$ cat config.mk
export PLATFORM = sky130hd
export DESIGN_NAME = prbs_edge_shaper_mc
export DESIGN_NICKNAME = d
export VERILOG_FILES = /design/src/rtl/prbs_edge_shaper_mc.sv
export SDC_FILE = /design/constraint.sdc
export NUM_CORES = 1
export LEC_CHECK = 0
export CAP_MARGIN = 20
export CORE_MARGIN = 5
export CORE_UTILIZATION = 50
export DETAILED_ROUTE_END_ITERATION = 16
export PLACE_DENSITY_LB_ADDON = 0.2
export SYNTH_ARGS = -nofsm -noshare
export SYNTH_HDL_FRONTEND = slang
export SYNTH_SLANG_ARGS = --single-unit
$ cat constraint.sdc
create_clock -name dac_clk -period 5.4 [get_ports dac_clk]
set_clock_uncertainty 0.15 [all_clocks]
set_input_delay 0.81 -clock dac_clk [delete_from_list [all_inputs] [get_ports dac_clk]]
set_output_delay 0.81 -clock dac_clk [all_outputs]
set_load 0.02 [all_outputs]
$ cat src/rtl/prbs_edge_shaper_mc.sv
// prbs_edge_shaper_mc
// Turns a 1-bit PRBS stream into DATA_W-bit DAC samples. Each transition of the valid bit
// stream launches a ramp between programmable low/high levels. The ramp uses a
// fixed-point accumulator (FRAC_W fractional bits) and has independent rise/fall durations
// and steps. A request in the opposite direction during a ramp reverses it from the current
// sample. Configuration is taken from shadow registers loaded by cfg_load.
// Optional build macro: PRBS_SHAPER_EDGE_CNT_EN adds rise_cnt/fall_cnt request counters.
module prbs_edge_shaper_mc #(
    parameter int DATA_W = 16,
    parameter int TIME_W = 8,
    parameter int FRAC_W = 8
) (
    input  logic                       dac_clk,
    input  logic                       reset,
    input  logic                       bit_in,
    input  logic                       bit_valid,
    input  logic [DATA_W-1:0]          cfg_level_hi,
    input  logic [DATA_W-1:0]          cfg_level_lo,
    input  logic [TIME_W-1:0]          cfg_rise_cycles,
    input  logic [TIME_W-1:0]          cfg_fall_cycles,
    input  logic [DATA_W+FRAC_W-1:0]   cfg_rise_step,
    input  logic [DATA_W+FRAC_W-1:0]   cfg_fall_step,
    input  logic                       cfg_load,
    output logic [DATA_W-1:0]          dout,
    output logic                       edge_busy,
    output logic                       reversal,
    output logic                       cfg_err,
    output logic [1:0]                 state_dbg
`ifdef PRBS_SHAPER_EDGE_CNT_EN
    ,
    output logic [31:0]                rise_cnt,
    output logic [31:0]                fall_cnt
`endif
);

    localparam int ACC_W = DATA_W + FRAC_W;
    localparam logic [TIME_W-1:0] TWO_CYC = TIME_W'(2);
    localparam logic [DATA_W-1:0] HI_RST  = {1'b0, {(DATA_W-1){1'b1}}};

    typedef enum logic [1:0] {
        ST_LOW  = 2'b00,
        ST_RISE = 2'b01,
        ST_HIGH = 2'b10,
        ST_FALL = 2'b11
    } state_t;

    // Place an integer level at the accumulator's binary point.
    function automatic logic [ACC_W-1:0] level_to_acc(input logic [DATA_W-1:0] lvl);
        return {lvl, {FRAC_W{1'b0}}};
    endfunction

    state_t              state_q, state_d;
    logic [ACC_W-1:0]    acc_q, acc_d;
    logic [TIME_W-1:0]   cnt_q, cnt_d;
    logic                prev_bit_q;
    logic [DATA_W-1:0]   dout_q;
    logic                edge_busy_q, edge_busy_d;
    logic                reversal_q, reversal_d;
    logic                cfg_err_q;

    // Shadowed configuration used by the ramps
    logic [DATA_W-1:0]   lo_q, hi_q;
    logic [TIME_W-1:0]   rise_cyc_q, fall_cyc_q;
    logic [ACC_W-1:0]    rise_step_q, fall_step_q;

    logic                rise_req_s, fall_req_s, cfg_ok_s;
    logic [ACC_W-1:0]    lo_acc_s, hi_acc_s;
    logic [ACC_W:0]      rise_sum_s, fall_diff_s;
    logic                rise_hit_s, fall_hit_s;
    logic [ACC_W-1:0]    rise_acc_s, fall_acc_s;
    logic [TIME_W:0]     cnt_inc_s;
    logic                rise_done_s, fall_done_s;

    // Only sampled bits count as edges; prev_bit_q tracks the last sampled bit.
    assign rise_req_s = bit_valid &  bit_in & ~prev_bit_q;
    assign fall_req_s = bit_valid & ~bit_in &  prev_bit_q;
    assign cfg_ok_s   = (cfg_level_hi >= cfg_level_lo);

    assign lo_acc_s = level_to_acc(lo_q);
    assign hi_acc_s = level_to_acc(hi_q);

    // One extra bit keeps the add carry / subtract borrow so the clamp never sees a wrap.
    assign rise_sum_s  = {1'b0, acc_q} + {1'b0, rise_step_q};
    assign fall_diff_s = {1'b0, acc_q} - {1'b0, fall_step_q};
    assign rise_hit_s  = (rise_sum_s >= {1'b0, hi_acc_s});
    assign fall_hit_s  = fall_diff_s[ACC_W] | (fall_diff_s[ACC_W-1:0] <= lo_acc_s);
    assign rise_acc_s  = rise_hit_s ? hi_acc_s : rise_sum_s[ACC_W-1:0];
    assign fall_acc_s  = fall_hit_s ? lo_acc_s : fall_diff_s[ACC_W-1:0];

    // Ramp ends after the programmed number of cycles; the >= form also ends a ramp
    // promptly if the duration is reprogrammed shorter while it is running.
    assign cnt_inc_s   = {1'b0, cnt_q} + {{TIME_W{1'b0}}, 1'b1};
    assign rise_done_s = (cnt_inc_s >= {1'b0, rise_cyc_q});
    assign fall_done_s = (cnt_inc_s >= {1'b0, fall_cyc_q});

    // Next-state, accumulator and edge counter logic of the shaper FSM.
    always_comb begin
        state_d    = state_q;
        acc_d      = acc_q;
        cnt_d      = cnt_q;
        reversal_d = 1'b0;
        case (state_q)
            ST_LOW: begin
                acc_d = lo_acc_s;
                if (rise_req_s) begin
                    cnt_d = {TIME_W{1'b0}};
                    if (rise_cyc_q >= TWO_CYC) begin
                        state_d = ST_RISE;
                    end else begin
                        state_d = ST_HIGH;
                    end
                end else begin
                    state_d = ST_LOW;
                end
            end
            ST_RISE: begin
                acc_d = rise_acc_s;
                cnt_d = cnt_inc_s[TIME_W-1:0];
                if (fall_req_s) begin
                    // Reverse from the sample just produced, so dout never jumps.
                    state_d    = ST_FALL;
                    cnt_d      = {TIME_W{1'b0}};
                    reversal_d = 1'b1;
                end else if (rise_hit_s || rise_done_s) begin
                    state_d = ST_HIGH;
                    acc_d   = hi_acc_s;
                end else begin
                    state_d = ST_RISE;
                end
            end
            ST_HIGH: begin
                acc_d = hi_acc_s;
                if (fall_req_s) begin
                    cnt_d = {TIME_W{1'b0}};
                    if (fall_cyc_q >= TWO_CYC) begin
                        state_d = ST_FALL;
                    end else begin
                        state_d = ST_LOW;
                    end
                end else begin
                    state_d = ST_HIGH;
                end
            end
            ST_FALL: begin
                acc_d = fall_acc_s;
                cnt_d = cnt_inc_s[TIME_W-1:0];
                if (rise_req_s) begin
                    state_d    = ST_RISE;
                    cnt_d      = {TIME_W{1'b0}};
                    reversal_d = 1'b1;
                end else if (fall_hit_s || fall_done_s) begin
                    state_d = ST_LOW;
                    acc_d   = lo_acc_s;
                end else begin
                    state_d = ST_FALL;
                end
            end
            default: begin
                state_d = ST_LOW;
                acc_d   = lo_acc_s;
                cnt_d   = {TIME_W{1'b0}};
            end
        endcase
        edge_busy_d = (state_d == ST_RISE) || (state_d == ST_FALL);
    end

    // FSM state, accumulator and registered outputs.
    always_ff @(posedge dac_clk or posedge reset) begin
        if (reset) begin
            state_q     <= ST_LOW;
            acc_q       <= {ACC_W{1'b0}};
            cnt_q       <= {TIME_W{1'b0}};
            dout_q      <= {DATA_W{1'b0}};
            edge_busy_q <= 1'b0;
            reversal_q  <= 1'b0;
        end else begin
            state_q     <= state_d;
            acc_q       <= acc_d;
            cnt_q       <= cnt_d;
            dout_q      <= acc_d[ACC_W-1:FRAC_W];
            edge_busy_q <= edge_busy_d;
            reversal_q  <= reversal_d;
        end
    end

    // Last sampled PRBS bit, advanced only when the LFSR shifts.
    always_ff @(posedge dac_clk or posedge reset) begin
        if (reset) begin
            prev_bit_q <= 1'b0;
        end else if (bit_valid) begin
            prev_bit_q <= bit_in;
        end
    end

    // Shadow configuration capture; an inverted level pair is refused and flagged.
    always_ff @(posedge dac_clk or posedge reset) begin
        if (reset) begin
            lo_q        <= {DATA_W{1'b0}};
            hi_q        <= HI_RST;
            rise_cyc_q  <= {TIME_W{1'b0}};
            fall_cyc_q  <= {TIME_W{1'b0}};
            rise_step_q <= {ACC_W{1'b0}};
            fall_step_q <= {ACC_W{1'b0}};
            cfg_err_q   <= 1'b0;
        end else begin
            cfg_err_q <= cfg_load & ~cfg_ok_s;
            if (cfg_load && cfg_ok_s) begin
                lo_q        <= cfg_level_lo;
                hi_q        <= cfg_level_hi;
                rise_cyc_q  <= cfg_rise_cycles;
                fall_cyc_q  <= cfg_fall_cycles;
                rise_step_q <= cfg_rise_step;
                fall_step_q <= cfg_fall_step;
            end
        end
    end

`ifdef PRBS_SHAPER_EDGE_CNT_EN
    logic [31:0] rise_cnt_q, fall_cnt_q;

    // Count accepted rise/fall requests, reversals included; wraps at 2^32.
    always_ff @(posedge dac_clk or posedge reset) begin
        if (reset) begin
            rise_cnt_q <= 32'd0;
            fall_cnt_q <= 32'd0;
        end else begin
            if (rise_req_s && ((state_q == ST_LOW) || (state_q == ST_FALL))) begin
                rise_cnt_q <= rise_cnt_q + 32'd1;
            end
            if (fall_req_s && ((state_q == ST_HIGH) || (state_q == ST_RISE))) begin
                fall_cnt_q <= fall_cnt_q + 32'd1;
            end
        end
    end

    assign rise_cnt = rise_cnt_q;
    assign fall_cnt = fall_cnt_q;
`else
    // Request counters are not built in this configuration.
`endif

    assign dout      = dout_q;
    assign edge_busy = edge_busy_q;
    assign reversal  = reversal_q;
    assign cfg_err   = cfg_err_q;
    assign state_dbg = state_q;

endmodule

Word-level counts from Yosys, hierarchy flattened:

Index checks and enable logic that the tools add are counted.

* flip-flop bits (word level): 150
* input bits: 101
* logic and storage cells: 70

* add/subtract/negate cells: 3
* magnitude comparators: 7
* equality and inequality tests: 7
* multiplexer cells: 24
* bitwise gates (word level): 9
* reductions and logical operators: 6

Operators by type and width (count)
* 24-bit 2-to-1 mux: 6
* 24-bit case mux with 4 select lines: 1
* 8-bit 2-to-1 mux: 4
* 8-bit case mux with 4 select lines: 1
* 24-bit by 24-bit adder with 25-bit output: 1
* 25-bit by 24-bit greater-or-equal comparator with 1-bit output: 1
* 24-bit by 24-bit subtractor with 25-bit output: 1
* 24-bit less-or-equal comparator: 1
* 9-bit by 8-bit greater-or-equal comparator with 1-bit output: 2
* 16-bit greater-or-equal comparator: 1
* 8-bit by 2-bit greater-or-equal comparator with 1-bit output, second input constant: 2
* 2-bit 2-to-1 mux: 8
* 8-bit by 1-bit adder with 9-bit output, second input constant: 1
* 2-bit case mux with 4 select lines: 1
* 2-bit == test, second input constant: 3
* 1-bit bitwise AND: 5
* 2-bit by 1-bit == test with 1-bit output, second input constant: 2
* 2-bit inequality test, second input constant: 2
* 1-bit logical OR: 3
* 1-bit inverter: 3
* 2-bit logical NOT: 1
* 1-bit 2-to-1 mux: 2
* 1-bit case mux with 2 select lines: 1
* 2-bit AND reduction: 1
* 2 further kinds: 2

Longest topological paths before layout:

Gate-level depths: netlist of the first run.

* depth after elaboration: 9
* gate-level depth with buffers: 23
* mapped depth without buffers: 21

Worst setup path after synthesis of the first run:

Ideal clock, no wire load.

* path kind: register to register
* start point: reg acc_q[0]
* end point: reg dout_q[11] (netlist: dout[11])
* setup time: 119 ps
* arrival: 4360 ps
* data required time: 5131 ps
* path slack: 771 ps
* stages on the path, launching flop included: 22
* path buffers: 2
* clock period less this slack: 4629 ps
* path through: dfrtp_1 > inv_1 > ha_1 > inv_1 > fa_1 > a21o_1 > a221oi_2 > nand4b_4 > a21oi_1 > o41ai_1 > a21boi_0 > ha_1 > a21oi_1 > o21ai_0 > a221oi_1 > o2bb2ai_2 > and3b_1 > buf_6 > and2_4 > buf_6 > a222oi_1 > a21bo_1

* longest elaborated chain between the ends: 7
* elaborated cells between the ends (all ways): 14
* those cells by class: 2 x add/sub; 2 x order compare; 7 x mux; 1 x bitwise; 2 x reduce/logical

RTL lines
* start, declared: RTL line 53 `logic [ACC_W-1:0] acc_q, acc_d;`
* start signal, assigned: RTL line 171 `acc_q <= {ACC_W{1'b0}};`
* 24-bit by 24-bit subtractor with 25-bit output: RTL line 84 `assign fall_diff_s = {1'b0, acc_q} - {1'b0, fall_step_q};`
* 24-bit less-or-equal comparator: RTL line 86 `assign fall_hit_s = fall_diff_s[ACC_W] | (fall_diff_s[ACC_W-1:0] <= lo_acc_s);`
* 1-bit OR: RTL line 86
* 24-bit 2-to-1 mux or 1-bit logical OR (tied branches): RTL line 88, 151
* 24-bit 2-to-1 mux: RTL line 151 `end else if (fall_hit_s || fall_done_s) begin`
* 24-bit 2-to-1 mux: RTL line 147 `if (rise_req_s) begin`
* 24-bit case mux with 4 select lines (*): RTL line 102 `case (state_q)`
* named net acc_d[19]: RTL line 53
* end signal, assigned: RTL line 173 `dout_q <= {DATA_W{1'b0}};`
* end signal, assigned: RTL line 180 `dout_q <= acc_d[ACC_W-1:FRAC_W];`
* end, declared: RTL line 56 `logic [DATA_W-1:0] dout_q;`

Mark *: on every way through the listed nets, which the timed path passes. The rest lies on a longest branch.
A chain may end at the register's enable or synchronous reset.

Final worst setup path of the first run:

* start point: reg acc_q[3]
* end point: reg dout_q[11] (netlist: dout[11])

The elaborated chain is that of the path after synthesis.

==> results of run 1 <==
## final cells by class
class | count | area, um^2
clock inverter | 12 | 130.1
inverter | 102 | 387.9
multi-input combinational | 715 | 5877
timing repair buffer | 146 | 1415
tap | 265 | 331.6
sequential | 133 | 3347
fill | 1643 | 7400
clock buffer | 20 | 446.7
## cells in the mapped netlist (all sizes together), types with 8 or more instances
library cell  number  area, um^2
ha               113        1414
o21bai            10       90.09
a21o              23       172.7
xnor2             29       254.0
nand4             12       75.07
mux2i             21       210.2
inv              102       382.9
dfstp             15       394.1
a21oi             65       329.1
nand3             29       145.1
nand2b            11       68.82
and3              11       68.82
xor2              17       148.9
nor2              39       146.4
o21ai             54       270.3
mux2              81       912.1
o21a               9       67.56
nor3              15       75.07
nand2             51       191.4
dfrtp            118        2953
o31ai              8       60.06
buf               35       239.0
a211oi             9       77.57
## final timing paths
path,from,to
worst min-delay path,fall_step_q[2],fall_step_q[2]
worst max register to register,acc_q[3],dout[11]
worst max-delay path,acc_q[3],dout[11]
max in group asynchronous,reset,hi_q[3]
min in group asynchronous,reset,fall_cyc_q[7]
worst min register to register,fall_step_q[2],fall_step_q[2]
## placed cells by master, fill, tap and decap left out, types with 7 or more instances in the layout
master / n
clkdlybuf4s50_1: 121
dfrtp_1: 118
ha_1: 112
inv_1: 101
mux2_2: 81
a21oi_1: 63
nand2_1: 50
o21ai_0: 46
nor2_1: 39
nand3_1: 29
xnor2_1: 27
a21o_1: 23
buf_4: 22
mux2i_1: 21
xor2_1: 17
clkbuf_16: 17
dfstp_2: 15
nor3_1: 14
nand4_1: 12
nand2b_1: 11
and3_1: 11
o21a_1: 9
o21ai_1: 8
o31ai_1: 8
o21bai_1: 8
a211oi_1: 7
## kinds of logic after synthesis
kind of cell | Yosys count
multiplexers | 102
buffers and inverters | 143
AO/OA/AOI/OAI | 253
XOR/XNOR | 46
AND/OR/NAND/NOR | 199
adder cells (fa/ha/maj) | 115
flip-flops | 133
## power by group through the flow
stage | sequential (mW) | clock (mW) | combinational (mW)
6_report | 1.55 | 1.16 | 4.62
5_1_grt | 1.58 | 1.23 | 5.08
4_1_cts | 1.54 | 1.18 | 4.32
3_5_place_dp | 1.56 | 0 | 4.27
3_3_place_gp | 1.56 | 0 | 4.22
2_1_floorplan | 1.45 | 0 | 3.22
## flip-flops by register name, indices dropped and copies added (netlist names)
name	count
fall_cyc_q	8
state_dbg	2
rise_step_q	24
cnt_q	8
reversal	1
prev_bit_q	1
fall_step_q	24
hi_q	16
cfg_err	1
rise_cyc_q	8
lo_q	16
dout	15
acc_q	9
## per-layer routing
layer  up-vias  share of wire  global-route usage
li1       3839              -                   -
met1      3783           0.48              0.3430
met2       240           0.44              0.3681
met3        33          0.061             0.04967
met4         0          0.018             0.07274
met5         -              0                   0
## repair_timing
item	CTS	global route
buffers inserted	0	10
pin swaps	0	7
setup endpoints to repair	8	15
hold endpoints to repair	0	0
gates resized for setup	2	16
==> flow_metrics.py, run 1 <==
metrics = {
    "status": {
        "outcome": "completed",
    },
    "detailed_routing": {
        "drtPass1Iterations": 5,
        "wl_per_cell_um": 18.73,
        "drc": 0,
        "drtIter0Drc": 490,
        "drt-total-wl_um": 26080,
        "vias_per_cell": 5.668,
        "ant_nets": 0,
        "vias": 7895,
    },
    "timing": {
        "fmax_ghz": 0.1966,
        "worst_slew_pin_slew_ps": 687.8,
        "slew_headroom": 0.5406,
        "holdWs_ps": 353.6,
        "finalHoldViolCount": 0,
        "setup_viol": 0,
        "tns_ps": 0,
        "final.setup.worst_slack_ps": 313.3,
        "finalMaxSlewViolations": 0,
        "period_needed_ps": 5087,
        "timing.final.crit_share": 0.9420,
    },
    "critical_path": {
        "critical-path-slowest-cell": "a2111oi_4",
        "r2r_cells": 22,
        "crit_cells": 22,
        "cp_top_family": "compound AO/OA/AOI/OAI gates",
        "worstPathCellList": "ha_1 -> and2_1 -> a221oi_4 -> a31oi_4 -> a2111oi_4 -> o21bai_2 -> a211oi_2 -> buf_4 -> o31ai_1 -> xnor2_1 -> ha_1 -> nand3_1 -> nor2_1 -> nand4_1 -> nor3_1 -> o2111a_1 -> nor4_4 -> buf_6 -> o21bai_1 -> buf_4 -> a222oi_1 -> a21bo_1",
        "startpoint_type": "flip-flop",
        "path_max_fanout": 9,
        "worst-setup-path-type": "flip-flop to flip-flop",
        "endpoint_kind": "flip-flop",
        "crit_buf_inv": 3,
        "cp.arrival_ps": 5250,
        "slowest_delay_ps": 410,
        "r2r_slack_ps": 310,
        "crit_required_ps": 5570,
    },
    "yosys": {
        "ys_warn_count": 0,
        "synth_ff_type": "dfrtp_1",
        "ys_types": 78,
        "synth-compound-area-share": 0.1823,
        "synthMuxAreaShare": 0.1149,
        "synthSimpleGateAreaFrac": 0.1039,
        "syn_inst": 991,
        "ys_ff_latch": 133,
        "async_reset_ff_frac": 1.000,
        "ys_seq_area_frac": 0.3427,
        "synth_top_family_by_area": "compound AO/OA/AOI/OAI gates",
        "synth.avg_cell_area_um2": 9.854,
        "syn-num-nets": 1207,
        "syn-cell-area_um2": 9766,
        "synthAdderAreaFrac": 0.1489,
        "synth_edf_count": 0,
        "synthXorXnorAreaFrac": 0.04126,
    },
    "global_route": {
        "antenna_found_initial": 0,
        "grt_use_total": 0.2401,
        "grt_max_degree": 83,
        "first_global_vias": 8015,
        "grt_overflow": 0,
        "grt_pass1_wl_um": 42320,
    },
    "power": {
        "internal-power_mw": 4.010,
        "power_leakage_nw": 5.645,
        "power_frac_comb": 0.630,
        "p_sw_frac": 0.4529,
        "pwr-share-clk": 0.159,
        "power_mw": 7.330,
        "p_switching_mw": 3.320,
        "ir_worst_vdd_uv": 342.7,
        "p_per_area_nw_per_um2": 614.1,
        "power_frac_seq": 0.211,
    },
    "finish": {
        "stdcell_count": 1393,
        "antenna_cells": 0,
        "final_area_um2": 11940,
        "syn_to_final_growth_pct": 22.22,
        "fin_util": 0.6173,
        "drive_above_1_share": 0.1649,
        "nets": 1331,
    },
    "place": {
        "portBuffers": 121,
        "gp_congestion": 0.9591,
        "dp_slack_ps": -144.7,
        "dp.cells": 1350,
        "dp_hpwl_um": 20240,
        "place_area_um2": 11180,
    },
    "floorplanning": {
        "num_io_pins": 122,
        "die_w_um": 149.8,
        "dieArea_um2": 22430,
        "dieHeight_um": 149.8,
        "placementRows": 51,
        "start_util": 0.5051,
        "core_um2": 19330,
    },
    "clock_network": {
        "cts-root-buf": "clkbuf_16",
        "numCtsBuffers": 17,
        "hold_buffers": 0,
        "clk_path_buf_depth": 2,
        "htree_levels": 4,
        "cts_tree": "built",
        "cts.clk_slew.worst_paths_ps": 60,
        "clock-sinks": 133,
        "clkLatencyLatePin_ps": 430,
    },
    "min_path": {
        "worstHoldPathCells": 1,
        "hold_class": "flip-flop to flip-flop",
    },
    "run": {
        "max_cap_violations": 0,
    },
}
Power figures use the tool's default switching activity.
==> run 2, diff against run 1 <==
Settings changed: ABC_AREA from default to 1, SKIP_LAST_GASP from default to 1.
==> run 2 against run 1 <==
  * Fmax increased by 9.6%
  * Register-to-register slack improved by 440 ps
  * Sequential power decreased by 3%
  * Critical path depth increased by 1
  * Global-route usage increased by 2.0 points
  * Clock power decreased by 5%
  * Critical path type unchanged
==> flow_metrics.py, run 2 <==
metrics = {
    "critical_path": {
        "path_max_fanout": 17,
        "worst-setup-path-type": "flip-flop to flip-flop",
        "r2r_cells": 23,
        "startpoint_type": "flip-flop",
        "cp.arrival_ps": 4810,
        "endpoint_kind": "flip-flop",
        "crit_required_ps": 5570,
    },
    "clock_network": {
        "clk_path_buf_depth": 2,
        "numCtsBuffers": 17,
        "clkLatencyLatePin_ps": 440,
        "cts-root-buf": "clkbuf_16",
        "clock-sinks": 133,
        "cts_tree": "built",
        "post-cts-setup-buffers": 0,
        "hold_buffers": 0,
        "postCtsResizedCells": 0,
        "htree_levels": 4,
        "cts.clk_slew.worst_paths_ps": 60,
    },
    "global_route": {
        "grt_use_total": 0.2600,
        "grt_max_degree": 104,
        "first_global_vias": 9744,
        "grt_pass1_wl_um": 50120,
        "antenna_found_initial": 0,
        "grt_overflow": 0,
    },
    "detailed_routing": {
        "vias_per_cell": 5.499,
        "ant_nets": 0,
        "drt-total-wl_um": 31340,
        "drtPass1Iterations": 5,
        "drc": 0,
        "vias": 10080,
        "drtIter0Drc": 733,
        "wl_per_cell_um": 17.10,
    },
    "run": {
        "max_cap_violations": 0,
    },
    "floorplanning": {
        "core_um2": 20960,
        "dieArea_um2": 24280,
        "placementRows": 53,
        "dieHeight_um": 155.8,
        "start_util": 0.5073,
        "die_w_um": 155.8,
        "num_io_pins": 122,
    },
    "yosys": {
        "yosys.area.top_type": "dfrtp_1",
        "ys_warn_count": 0,
        "yosysMostFrequentCell": "nand2_1",
        "synth_top_cell_area_share": 0.2778,
        "synth_common_cells": "nand2_1 (313), inv_1 (232), nor2_1 (126)",
        "async_reset_ff_frac": 1.000,
        "synth_edf_count": 0,
        "ys_seq_area_frac": 0.3149,
        "synth_ff_type": "dfrtp_1",
        "syn_inst": 1444,
        "syn-cell-area_um2": 10630,
        "ys_types": 55,
        "synthTopCellsByArea": "dfrtp_1 (28%), ha_1 (13%), nand2_1 (11%)",
        "ys_ff_latch": 133,
        "synth.avg_cell_area_um2": 7.362,
        "syn-num-nets": 1660,
    },
    "timing": {
        "period_needed_ps": 4643,
        "finalHoldViolCount": 0,
        "finalMaxSlewViolations": 0,
        "holdWs_ps": 362.4,
        "fmax_ghz": 0.2154,
        "slew_headroom": 0.2760,
        "timing.final.crit_share": 0.8597,
        "setup_viol": 0,
        "worst_slew_pin_slew_ps": 1080,
        "tns_ps": 0,
        "rsz0062_at_grt": "false",
    },
    "finish": {
        "layout_common_cells": "nand2_1 (312), inv_1 (231), nor2_1 (126)",
        "antenna_cells": 0,
        "multi_input_area_um2": 6116,
        "layout_commonest_cell": "nand2_1",
        "nets": 1761,
        "ff_latch_area_um2": 3347,
        "reg_top3": "fall_step_q (24), rise_step_q (24)",
        "fillers": 1989,
        "drive_above_1_share": 0.07766,
        "syn_to_final_growth_pct": 17.95,
    },
    "power": {
        "p_per_area_nw_per_um2": 584.4,
        "ir_worst_vdd_uv": 262.3,
        "power_leakage_nw": 6.482,
        "power_mw": 7.327,
    },
    "min_path": {
        "worstHoldPathCells": 1,
        "hold_class": "flip-flop to flip-flop",
    },
    "place": {
        "gp_congestion": 1.006,
        "dp_hpwl_um": 25370,
        "portBuffers": 121,
    },
    "status": {
        "outcome": "completed",
    },
}
## run 2: cell count changes after synthesis, moves of 8 or more
| cell | change |
|---|---|
| nor2_1 | +87 |
| o21ai_0 | +11 |
| a21oi_1 | +61 |
| o31ai_1 | -8 |
| a21o_1 | -18 |
| mux2_2 | -54 |
| inv_1 | +130 |
| xnor2_1 | -19 |
| nand3_1 | +55 |
| nand2_1 | +262 |
| mux2i_1 | -21 |
| nand4_1 | +22 |
| nand2b_1 | -11 |
| and3_1 | -10 |
## run 2: cells by family after synthesis
family          count (synthesis)  share of synthesized area
xor+xnor                       31                    0.02554
flops                         133                     0.3149
simple gates                  610                     0.2475
mux                            27                    0.02860
fa+ha+maj                     115                     0.1368
buf+inv                       282                     0.1110
compound gates                246                     0.1357
## run 2: worst max-delay path, cell delays in order, from the launching register on
cell,delay [ps]
dfrtp_1,420
ha_1,380
nand2_1,140
inv_1,60
a21oi_2,200
nand2_1,140
a21oi_1,250
o21ai_0,150
xnor2_1,510
inv_1,110
ha_1,320
nand2_1,100
inv_1,40
a21oi_1,140
nand4_1,110
nand2_1,70
nand2_1,60
nand2_1,50
nand2_1,50
nand2_1,310
o211ai_4,310
or2_0,320
nand2_1,70
nand3_1,70
## run 2: area by class of cell
type	instances	share of cell area
flip-flops and latches	133	0.2669
clock buffers	18	0.03423
inverters	235	0.07075
multi-input cells	1029	0.4878
well taps	275	0.02744
clock inverters	14	0.009480
repair buffers	129	0.1034
## run 2: path summary, 6_finish.rpt
path	start	endpoint	slack (ps)
min	rise_step_q[2]	rise_step_q[2]	360
min reg2reg	rise_step_q[2]	rise_step_q[2]	360
max reg2reg	acc_q[5]	acc_q[23]	760
min in group asynchronous	reset	fall_step_q[1]	820
max in group asynchronous	reset	hi_q[13]	3300
max	acc_q[5]	acc_q[23]	760
## run 2: power breakdown
part / internal, mW / leakage [nW] / switching [mW]
clock: 0.599 / 0.258 / 0.500
sequential: 1.27 / 1.56 / 0.231
combinational: 1.64 / 4.66 / 3.08
total: 3.51 / 6.48 / 3.82
## run 2: layer usage
layer	part of all wire	wire length, um	global-route usage	vias to the layer above
li1	-	-	-	4946
met1	0.46	14560	0.3705	4706
met2	0.44	13780	0.4077	375
met3	0.072	2267	0.04605	52
met4	0.023	728	0.07378	0
met5	0	0	0	-
## run 2: per-stage QoR
step	utilization	std cells	worst slack (ps)	cell area [um^2]
after global routing	0.5983	1833	604.6	12540
after CTS	0.5983	1833	933.7	12540
after floorplan	-	1444	910.4	10630
after detailed placement	0.5722	1801	967.5	11990
after global placement	0.5722	1801	998.4	11990
final	0.5983	1833	757.4	12540
==> run 3, diff against run 2 <==
Settings changed: CTS_CLUSTER_SIZE from default to 10.
==> results of run 3 <==
The final DEF is identical to that of run 2; final timing and power are the same.
